==> config.mk <==
export PLATFORM = sky130hd
export DESIGN_NAME = axil_master_bridge_flat
export DESIGN_NICKNAME = d
export VERILOG_FILES = /design/src/rtl/axil_pkg.sv /design/src/rtl/axil_master_bridge_if.sv /design/src/rtl/axil_master_bridge.sv /design/src/flat_wrapper.sv
export SDC_FILE = /design/constraint.sdc
export NUM_CORES = 1
export LEC_CHECK = 0
export ABC_CLOCK_PERIOD_IN_PS = 5350
export CELL_PAD_IN_SITES_DETAIL_PLACEMENT = 1
export CELL_PAD_IN_SITES_GLOBAL_PLACEMENT = 1
export CORE_MARGIN = 1
export CORE_UTILIZATION = 28
export CTS_CLUSTER_SIZE = 10
export DETAILED_ROUTE_END_ITERATION = 6
export MAX_ROUTING_LAYER = met4
export PLACE_DENSITY_LB_ADDON = 0.1
export RECOVER_POWER = 50
export SYNTH_ARGS = -nofsm -noshare
export SYNTH_HDL_FRONTEND = slang
export SYNTH_SLANG_ARGS = --single-unit
export TNS_END_PERCENT = 5
==> constraint.sdc <==
create_clock -name m_axi_aclk -period 5.35 [get_ports m_axi_aclk]
set_clock_uncertainty 0.05 [all_clocks]
set_input_delay 1.07 -clock m_axi_aclk [delete_from_list [all_inputs] [get_ports m_axi_aclk]]
set_output_delay 1.07 -clock m_axi_aclk [all_outputs]
set_load 0.02 [all_outputs]
==> src/rtl/axil_pkg.sv <==
// -----------------------------------------------------------------------------
// axil_pkg
// Shared AXI4-Lite definitions for the master bridge: response codes, the
// bridge FSM state encoding, channel field widths and the error decode helper.
// -----------------------------------------------------------------------------
package axil_pkg;

    localparam int unsigned RESP_WIDTH = 2;
    localparam int unsigned PROT_WIDTH = 3;

    // Unprivileged, secure, data access on every request.
    localparam logic [PROT_WIDTH-1:0] AXI_PROT_DEFAULT = PROT_WIDTH'(0);

    typedef enum logic [RESP_WIDTH-1:0] {
        RESP_OKAY   = 2'b00,
        RESP_EXOKAY = 2'b01,
        RESP_SLVERR = 2'b10,
        RESP_DECERR = 2'b11
    } resp_e;

    typedef enum logic [2:0] {
        IDLE    = 3'd0,
        WR_REQ  = 3'd1,
        WR_RESP = 3'd2,
        RD_REQ  = 3'd3,
        RD_RESP = 3'd4
    } state_e;

    // SLVERR and DECERR are failures; OKAY and EXOKAY both count as success.
    function automatic logic resp_is_err(input logic [RESP_WIDTH-1:0] resp);
        return (resp == RESP_SLVERR) || (resp == RESP_DECERR);
    endfunction

endpackage

==> src/rtl/axil_master_bridge_if.sv <==
// -----------------------------------------------------------------------------
// axil_master_bridge_if
// Bundles the simple core memory port and the five AXI4-Lite master channels.
//   master modport : bridge view (accepts core requests, drives AXI requests)
//   slave  modport : environment view (core + AXI slave)
// Core side : mem_req/mem_we/mem_be/mem_addr/mem_wdata in,
//             mem_gnt/mem_rvalid/mem_rdata/mem_err out
// AXI side  : aw*, w*, ar* request channels out; b*, r* response channels in
// -----------------------------------------------------------------------------
interface axil_master_bridge_if
    import axil_pkg::*;
#(
    parameter int unsigned ADDR_WIDTH = 32,
    parameter int unsigned DATA_WIDTH = 32
);

    localparam int unsigned STRB_WIDTH = DATA_WIDTH / 8;

    // Core memory port
    logic                  mem_req;
    logic                  mem_gnt;
    logic                  mem_we;
    logic [STRB_WIDTH-1:0] mem_be;
    logic [ADDR_WIDTH-1:0] mem_addr;
    logic [DATA_WIDTH-1:0] mem_wdata;
    logic                  mem_rvalid;
    logic [DATA_WIDTH-1:0] mem_rdata;
    logic                  mem_err;

    // Write address channel
    logic [ADDR_WIDTH-1:0] m_axi_awaddr;
    logic [PROT_WIDTH-1:0] m_axi_awprot;
    logic                  m_axi_awvalid;
    logic                  m_axi_awready;

    // Write data channel
    logic [DATA_WIDTH-1:0] m_axi_wdata;
    logic [STRB_WIDTH-1:0] m_axi_wstrb;
    logic                  m_axi_wvalid;
    logic                  m_axi_wready;

    // Write response channel
    logic [RESP_WIDTH-1:0] m_axi_bresp;
    logic                  m_axi_bvalid;
    logic                  m_axi_bready;

    // Read address channel
    logic [ADDR_WIDTH-1:0] m_axi_araddr;
    logic [PROT_WIDTH-1:0] m_axi_arprot;
    logic                  m_axi_arvalid;
    logic                  m_axi_arready;

    // Read data channel
    logic [DATA_WIDTH-1:0] m_axi_rdata;
    logic [RESP_WIDTH-1:0] m_axi_rresp;
    logic                  m_axi_rvalid;
    logic                  m_axi_rready;

    modport master (
        input  mem_req, mem_we, mem_be, mem_addr, mem_wdata,
        output mem_gnt, mem_rvalid, mem_rdata, mem_err,
        output m_axi_awaddr, m_axi_awprot, m_axi_awvalid,
        input  m_axi_awready,
        output m_axi_wdata, m_axi_wstrb, m_axi_wvalid,
        input  m_axi_wready,
        input  m_axi_bresp, m_axi_bvalid,
        output m_axi_bready,
        output m_axi_araddr, m_axi_arprot, m_axi_arvalid,
        input  m_axi_arready,
        input  m_axi_rdata, m_axi_rresp, m_axi_rvalid,
        output m_axi_rready
    );

    modport slave (
        output mem_req, mem_we, mem_be, mem_addr, mem_wdata,
        input  mem_gnt, mem_rvalid, mem_rdata, mem_err,
        input  m_axi_awaddr, m_axi_awprot, m_axi_awvalid,
        output m_axi_awready,
        input  m_axi_wdata, m_axi_wstrb, m_axi_wvalid,
        output m_axi_wready,
        output m_axi_bresp, m_axi_bvalid,
        input  m_axi_bready,
        input  m_axi_araddr, m_axi_arprot, m_axi_arvalid,
        output m_axi_arready,
        output m_axi_rdata, m_axi_rresp, m_axi_rvalid,
        input  m_axi_rready
    );

endinterface

==> src/rtl/axil_master_bridge.sv <==
// -----------------------------------------------------------------------------
// axil_master_bridge
// Converts single core memory requests into AXI4-Lite transactions with
// exactly one transaction outstanding. Completion is reported by a one-cycle
// mem_rvalid pulse carrying read data (zero for writes) and an error flag.
// Ports:
//   m_axi_aclk    in  sole clock, rising edge
//   m_axi_areset  in  synchronous active-high reset
//   bus           master modport of axil_master_bridge_if (core port + AXI)
// -----------------------------------------------------------------------------
module axil_master_bridge
    import axil_pkg::*;
#(
    parameter int unsigned ADDR_WIDTH = 32,
    parameter int unsigned DATA_WIDTH = 32
) (
    input  logic                 m_axi_aclk,
    input  logic                 m_axi_areset,
    axil_master_bridge_if.master bus
);

    localparam int unsigned STRB_WIDTH = DATA_WIDTH / 8;

    state_e                state;
    logic [ADDR_WIDTH-1:0] addr_q;
    logic [DATA_WIDTH-1:0] wdata_q;
    logic [STRB_WIDTH-1:0] be_q;
    logic                  aw_done;
    logic                  w_done;
    logic                  awvalid_q;
    logic                  wvalid_q;
    logic                  arvalid_q;
    logic                  bready_q;
    logic                  rready_q;
    logic                  mem_rvalid_q;
    logic                  mem_err_q;
    logic [DATA_WIDTH-1:0] mem_rdata_q;

    logic aw_fire;
    logic w_fire;
    logic ar_fire;
    logic b_fire;
    logic r_fire;

    // Channel handshakes completing on the coming edge.
    assign aw_fire = awvalid_q && bus.m_axi_awready;
    assign w_fire  = wvalid_q  && bus.m_axi_wready;
    assign ar_fire = arvalid_q && bus.m_axi_arready;
    assign b_fire  = bready_q  && bus.m_axi_bvalid;
    assign r_fire  = rready_q  && bus.m_axi_rvalid;

    // Grant is the only combinational output: accepting in IDLE lets a new
    // request overlap the completion pulse of the previous one.
    assign bus.mem_gnt    = (state == IDLE) && bus.mem_req;
    assign bus.mem_rvalid = mem_rvalid_q;
    assign bus.mem_rdata  = mem_rdata_q;
    assign bus.mem_err    = mem_err_q;

    assign bus.m_axi_awaddr  = addr_q;
    assign bus.m_axi_awprot  = AXI_PROT_DEFAULT;
    assign bus.m_axi_awvalid = awvalid_q;
    assign bus.m_axi_wdata   = wdata_q;
    assign bus.m_axi_wstrb   = be_q;
    assign bus.m_axi_wvalid  = wvalid_q;
    assign bus.m_axi_bready  = bready_q;
    assign bus.m_axi_araddr  = addr_q;
    assign bus.m_axi_arprot  = AXI_PROT_DEFAULT;
    assign bus.m_axi_arvalid = arvalid_q;
    assign bus.m_axi_rready  = rready_q;

    // Transaction FSM with registered channel controls and completion outputs.
    always_ff @(posedge m_axi_aclk) begin
        if (m_axi_areset) begin
            state        <= IDLE;
            addr_q       <= '0;
            wdata_q      <= '0;
            be_q         <= '0;
            aw_done      <= 1'b0;
            w_done       <= 1'b0;
            awvalid_q    <= 1'b0;
            wvalid_q     <= 1'b0;
            arvalid_q    <= 1'b0;
            bready_q     <= 1'b0;
            rready_q     <= 1'b0;
            mem_rvalid_q <= 1'b0;
            mem_err_q    <= 1'b0;
            mem_rdata_q  <= '0;
        end else begin
            mem_rvalid_q <= 1'b0;

            case (state)
                IDLE: begin
                    if (bus.mem_req) begin
                        addr_q  <= bus.mem_addr;
                        wdata_q <= bus.mem_wdata;
                        be_q    <= bus.mem_be;
                        aw_done <= 1'b0;
                        w_done  <= 1'b0;
                        if (bus.mem_we) begin
                            awvalid_q <= 1'b1;
                            wvalid_q  <= 1'b1;
                            state     <= WR_REQ;
                        end else begin
                            arvalid_q <= 1'b1;
                            state     <= RD_REQ;
                        end
                    end
                end

                // AW and W retire independently, in either order or together.
                WR_REQ: begin
                    if (aw_fire) begin
                        awvalid_q <= 1'b0;
                        aw_done   <= 1'b1;
                    end
                    if (w_fire) begin
                        wvalid_q <= 1'b0;
                        w_done   <= 1'b1;
                    end
                    if ((aw_done || aw_fire) && (w_done || w_fire)) begin
                        bready_q <= 1'b1;
                        state    <= WR_RESP;
                    end
                end

                WR_RESP: begin
                    if (b_fire) begin
                        bready_q     <= 1'b0;
                        mem_rvalid_q <= 1'b1;
                        mem_err_q    <= resp_is_err(bus.m_axi_bresp);
                        mem_rdata_q  <= '0;
                        state        <= IDLE;
                    end
                end

                RD_REQ: begin
                    if (ar_fire) begin
                        arvalid_q <= 1'b0;
                        rready_q  <= 1'b1;
                        state     <= RD_RESP;
                    end
                end

                RD_RESP: begin
                    if (r_fire) begin
                        rready_q     <= 1'b0;
                        mem_rvalid_q <= 1'b1;
                        mem_err_q    <= resp_is_err(bus.m_axi_rresp);
                        mem_rdata_q  <= bus.m_axi_rdata;
                        state        <= IDLE;
                    end
                end

                default: state <= IDLE;
            endcase
        end
    end

endmodule

==> src/flat_wrapper.sv <==
// flat-port wrapper written by rule: the top's interface ports become plain ports
module axil_master_bridge_flat import axil_pkg::*;
#(
    parameter int unsigned ADDR_WIDTH = 32,
    parameter int unsigned DATA_WIDTH = 32
)
  (m_axi_aclk, m_axi_areset, bus_mem_req, bus_mem_we, bus_mem_be, bus_mem_addr, bus_mem_wdata, bus_mem_gnt, bus_mem_rvalid, bus_mem_rdata, bus_mem_err, bus_m_axi_awaddr, bus_m_axi_awprot, bus_m_axi_awvalid, bus_m_axi_awready, bus_m_axi_wdata, bus_m_axi_wstrb, bus_m_axi_wvalid, bus_m_axi_wready, bus_m_axi_bresp, bus_m_axi_bvalid, bus_m_axi_bready, bus_m_axi_araddr, bus_m_axi_arprot, bus_m_axi_arvalid, bus_m_axi_arready, bus_m_axi_rdata, bus_m_axi_rresp, bus_m_axi_rvalid, bus_m_axi_rready);
  axil_master_bridge_if #(.ADDR_WIDTH(ADDR_WIDTH), .DATA_WIDTH(DATA_WIDTH)) bus_i ();
  input  logic m_axi_aclk;
  input  logic m_axi_areset;
  input wire logic [$bits(bus_i.mem_req)-1:0] bus_mem_req;
  input wire logic [$bits(bus_i.mem_we)-1:0] bus_mem_we;
  input wire logic [$bits(bus_i.mem_be)-1:0] bus_mem_be;
  input wire logic [$bits(bus_i.mem_addr)-1:0] bus_mem_addr;
  input wire logic [$bits(bus_i.mem_wdata)-1:0] bus_mem_wdata;
  output wire logic [$bits(bus_i.mem_gnt)-1:0] bus_mem_gnt;
  output wire logic [$bits(bus_i.mem_rvalid)-1:0] bus_mem_rvalid;
  output wire logic [$bits(bus_i.mem_rdata)-1:0] bus_mem_rdata;
  output wire logic [$bits(bus_i.mem_err)-1:0] bus_mem_err;
  output wire logic [$bits(bus_i.m_axi_awaddr)-1:0] bus_m_axi_awaddr;
  output wire logic [$bits(bus_i.m_axi_awprot)-1:0] bus_m_axi_awprot;
  output wire logic [$bits(bus_i.m_axi_awvalid)-1:0] bus_m_axi_awvalid;
  input wire logic [$bits(bus_i.m_axi_awready)-1:0] bus_m_axi_awready;
  output wire logic [$bits(bus_i.m_axi_wdata)-1:0] bus_m_axi_wdata;
  output wire logic [$bits(bus_i.m_axi_wstrb)-1:0] bus_m_axi_wstrb;
  output wire logic [$bits(bus_i.m_axi_wvalid)-1:0] bus_m_axi_wvalid;
  input wire logic [$bits(bus_i.m_axi_wready)-1:0] bus_m_axi_wready;
  input wire logic [$bits(bus_i.m_axi_bresp)-1:0] bus_m_axi_bresp;
  input wire logic [$bits(bus_i.m_axi_bvalid)-1:0] bus_m_axi_bvalid;
  output wire logic [$bits(bus_i.m_axi_bready)-1:0] bus_m_axi_bready;
  output wire logic [$bits(bus_i.m_axi_araddr)-1:0] bus_m_axi_araddr;
  output wire logic [$bits(bus_i.m_axi_arprot)-1:0] bus_m_axi_arprot;
  output wire logic [$bits(bus_i.m_axi_arvalid)-1:0] bus_m_axi_arvalid;
  input wire logic [$bits(bus_i.m_axi_arready)-1:0] bus_m_axi_arready;
  input wire logic [$bits(bus_i.m_axi_rdata)-1:0] bus_m_axi_rdata;
  input wire logic [$bits(bus_i.m_axi_rresp)-1:0] bus_m_axi_rresp;
  input wire logic [$bits(bus_i.m_axi_rvalid)-1:0] bus_m_axi_rvalid;
  output wire logic [$bits(bus_i.m_axi_rready)-1:0] bus_m_axi_rready;
  assign bus_i.mem_req = bus_mem_req;
  assign bus_i.mem_we = bus_mem_we;
  assign bus_i.mem_be = bus_mem_be;
  assign bus_i.mem_addr = bus_mem_addr;
  assign bus_i.mem_wdata = bus_mem_wdata;
  assign bus_mem_gnt = bus_i.mem_gnt;
  assign bus_mem_rvalid = bus_i.mem_rvalid;
  assign bus_mem_rdata = bus_i.mem_rdata;
  assign bus_mem_err = bus_i.mem_err;
  assign bus_m_axi_awaddr = bus_i.m_axi_awaddr;
  assign bus_m_axi_awprot = bus_i.m_axi_awprot;
  assign bus_m_axi_awvalid = bus_i.m_axi_awvalid;
  assign bus_i.m_axi_awready = bus_m_axi_awready;
  assign bus_m_axi_wdata = bus_i.m_axi_wdata;
  assign bus_m_axi_wstrb = bus_i.m_axi_wstrb;
  assign bus_m_axi_wvalid = bus_i.m_axi_wvalid;
  assign bus_i.m_axi_wready = bus_m_axi_wready;
  assign bus_i.m_axi_bresp = bus_m_axi_bresp;
  assign bus_i.m_axi_bvalid = bus_m_axi_bvalid;
  assign bus_m_axi_bready = bus_i.m_axi_bready;
  assign bus_m_axi_araddr = bus_i.m_axi_araddr;
  assign bus_m_axi_arprot = bus_i.m_axi_arprot;
  assign bus_m_axi_arvalid = bus_i.m_axi_arvalid;
  assign bus_i.m_axi_arready = bus_m_axi_arready;
  assign bus_i.m_axi_rdata = bus_m_axi_rdata;
  assign bus_i.m_axi_rresp = bus_m_axi_rresp;
  assign bus_i.m_axi_rvalid = bus_m_axi_rvalid;
  assign bus_m_axi_rready = bus_i.m_axi_rready;
  axil_master_bridge #(.ADDR_WIDTH(ADDR_WIDTH), .DATA_WIDTH(DATA_WIDTH)) u_core (.m_axi_aclk(m_axi_aclk), .m_axi_areset(m_axi_areset), .bus(bus_i));
endmodule
==> reports/results.ini <==
[floorplan]
die_footprint_um2=16200
initial_utilization=0.287
chipWidth_um=127
rows=45
ios=259
die_y_um=127
core-area_um2=15300

[grt]
vias_in_the_first_global_route=4466
grt_first_pass_wirelength_mm=22.8
total_overflow_reported_by_the_global_router=0
grt_antenna_before_repair=1
grt_max_degree=74
gr-usage-all-layers=0.186

[hold_path]
min_path_cells=2
worst_hold_path_type=reg2reg

[drt]
drt.antenna.violating_nets=0
vias=4319
routed_wl_mm=14.5
routedWlPerCell_um=15.1
drt-vias-per-instance=4.51
drc_errors=0
firstDrtPassIters=5
dr.first_iter.drc_count=172

[synth]
netlist.area_leader.share=0.511
yosysSeqAreaShare=0.511
synth.distinct_cells=32
ys_seq_elements=112
ys_async_sr_fraction=0
ys_warn_count=0
postSynth.topFlopCell=sky130_fd_sc_hd__dfxtp_1
postSynthCellCount=546
largest_area_contributor_in_the_netlist=sky130_fd_sc_hd__dfxtp_1
synth_area_um2=4390
syn-mean-instance-area_um2=8.03
synth-edff-count=0
post_synth_main_area_contributors=sky130_fd_sc_hd__dfxtp_1, sky130_fd_sc_hd__nand2_1, sky130_fd_sc_hd__a21oi_1

[power]
p_per_area_nw_per_um2=375
power.static_leakage_nw=2.69
power.clock.fraction=0.264
post-layout-total-power_mw=2.63
power_switching_uw=938
power.internal_mw=1.69
power_frac_seq=0.386
power_frac_comb=0.350
p_sw_frac=0.357
max-vdd-ir-drop_v=0.000194

[cells_and_area]
design_area_um2=7010
num-fill-cells=1788
nNetsFinal=853
most_common_cell_after_layout_fill_and_taps_aside=sky130_fd_sc_hd__nand2_1
areaGrowthSynthToFinish_pct=59.8
layout_common_cells=sky130_fd_sc_hd__nand2_1, sky130_fd_sc_hd__clkdlybuf4s50_1, sky130_fd_sc_hd__dfxtp_1, sky130_fd_sc_hd__a21oi_1, sky130_fd_sc_hd__dlygate4sd3_1
drive_above_1_share=0.0362

[sta]
fin_worst_hold_slack_ns=0.401
post-route-min-period_ns=3.88
setup_ws_ns=1.47
finalHoldViolCount=0
timing.fmax_mhz=258
finalSetupTns_ns=0
finalSetupViolCount=0
slew-limit-headroom=-0.00550
worst-slew-pin-transition_ns=1.51
final_max_slew_viol_count=34
unrepaired_setup_endpoints_after_global_routing=false
final.period_utilization=0.724

[placed_design]
hpwlAfterDp_mm=10.2
pre_cts_slack_ns=1.48
number_of_i_o_port_buffers=250
dpl-instance-area_um2=6710
gp_congestion=0.705

[worst_setup_path]
critPathArrivalTime_ns=2.76
cp_slowest_cell=sky130_fd_sc_hd__clkdlybuf4s50_1
cp.required_ns=4.23
critical-path-top-cell-by-count=sky130_fd_sc_hd__clkdlybuf4s50_1
criticalPathCategory=in2out
logic_depth_of_the_worst_register_to_register_path=5
critPathTopFamily=buffers and inverters
cp.depth=4
crit_path_cell_trace=clkdlybuf4s50_1 > or4b_4 > inv_4 > clkdlybuf4s50_1
critPathMaxStageDelay_ns=0.60
path_max_fanout=3
setup.worst_path.start_class=primary input
critical_path.n_buffers_inverters=3
timing.critical_path.to_type=output port

[run_status]
status=complete, but fails checks
violations_in_the_final_reports=capacitance limit, slew limit

[clock_tree]
cts_sinks=112
cts_setup_buffers=0
ctsHoldBuffers=0
tritoncts.num_buffers=9
post_cts_resized=0
clk_pin_slew_ns=0.07
cts_buffer_depth=2
cts_max_level=3
insertion_delay_to_the_later_sink_of_the_worst_skew_pair_ns=0.35
tritoncts=yes
cts_root_buffer=sky130_fd_sc_hd__clkbuf_16

[job]
cap_viol_max_count=1

## cell type report
cell class	instances	area [um^2]	area share
timing repair buffer	256	2540	0.362
sequential	112	2240	0.320
multi-input combinational	359	1650	0.235
tap	211	264	0.0377
clock buffer	10	239	0.0341
clock inverter	6	66.3	0.00946
inverter	2	10.0	0.00143
antenna	2	5.00	0.000714
## cells by family after synthesis
group           share of synthesized area
mux                               0.00485
buf+inv                             0.119
simple gates                        0.185
compound gates                      0.179
other cells                      0.000855
flops                               0.511
## path summary, 6_finish.rpt
check / from / endpoint / slack [ns]
worst max-delay path: bus_mem_req / bus_mem_gnt / 1.47
worst min-delay path: u_core.bus.m_axi_wdata[20] / u_core.bus.m_axi_wdata[20] / 0.40
worst max register to register: u_core.state[1] / u_core.bus.mem_rdata[16] / 2.53
worst min register to register: u_core.bus.m_axi_wdata[20] / u_core.bus.m_axi_wdata[20] / 0.40
## cells in the mapped netlist, types with 3 or more instances
cell                         n
sky130_fd_sc_hd__a21oi_1   107
sky130_fd_sc_hd__buf_2       6
sky130_fd_sc_hd__buf_4      38
sky130_fd_sc_hd__buf_6       9
sky130_fd_sc_hd__clkbuf_1   25
sky130_fd_sc_hd__dfxtp_1   112
sky130_fd_sc_hd__nand2_1   174
sky130_fd_sc_hd__nor2_1      6
sky130_fd_sc_hd__nor2b_1     3
sky130_fd_sc_hd__nor3_1      7
sky130_fd_sc_hd__o21ai_0    31
sky130_fd_sc_hd__o21ai_1     4
## sequential cells by signal (all words and copies together) (netlist names), 3 cells and up
| signal | count |
|---|---|
| u_core.bus.mem_rdata | 32 |
| u_core.state | 3 |
| u_core.bus.m_axi_wstrb | 4 |
| u_core.bus.m_axi_araddr | 32 |
| u_core.bus.m_axi_wdata | 32 |
## power groups by stage
stage	combinational, mW	clock (mW)	sequential (mW)
6_report	0.919	0.694	1.01
2_1_floorplan	0.492	0	1.14
3_5_place_dp	0.969	0	1.04
5_1_grt	0.992	0.761	1.03
3_3_place_gp	0.951	0	1.03
4_1_cts	0.971	0.722	1.02
## per-stage QoR
stage,cells,utilization
after floorplan,551,-
after global placement,940,0.440
after detailed placement,940,0.440
after CTS,956,0.460
after global routing,957,0.459
final,958,0.459
## worst register-to-register path, cell delays in order (launching register included)
cell and delay (ns):
sky130_fd_sc_hd__dfxtp_1 0.59, sky130_fd_sc_hd__nor2b_1 0.36, sky130_fd_sc_hd__a32o_1 0.21, sky130_fd_sc_hd__clkbuf_1 1.04
sky130_fd_sc_hd__o21ai_0 0.29, sky130_fd_sc_hd__a21oi_1 0.20
## metal layers
metal | track usage | vias to the layer above | part of all wire
met5 | - | - | 0
met3 | 0.0519 | 13 | 0.063
li1 | - | 2140 | -
met4 | 0.0644 | 0 | 0.012
met1 | 0.200 | 2018 | 0.41
met2 | 0.329 | 148 | 0.52
No activity file was read; power rests on OpenSTA's default activity.
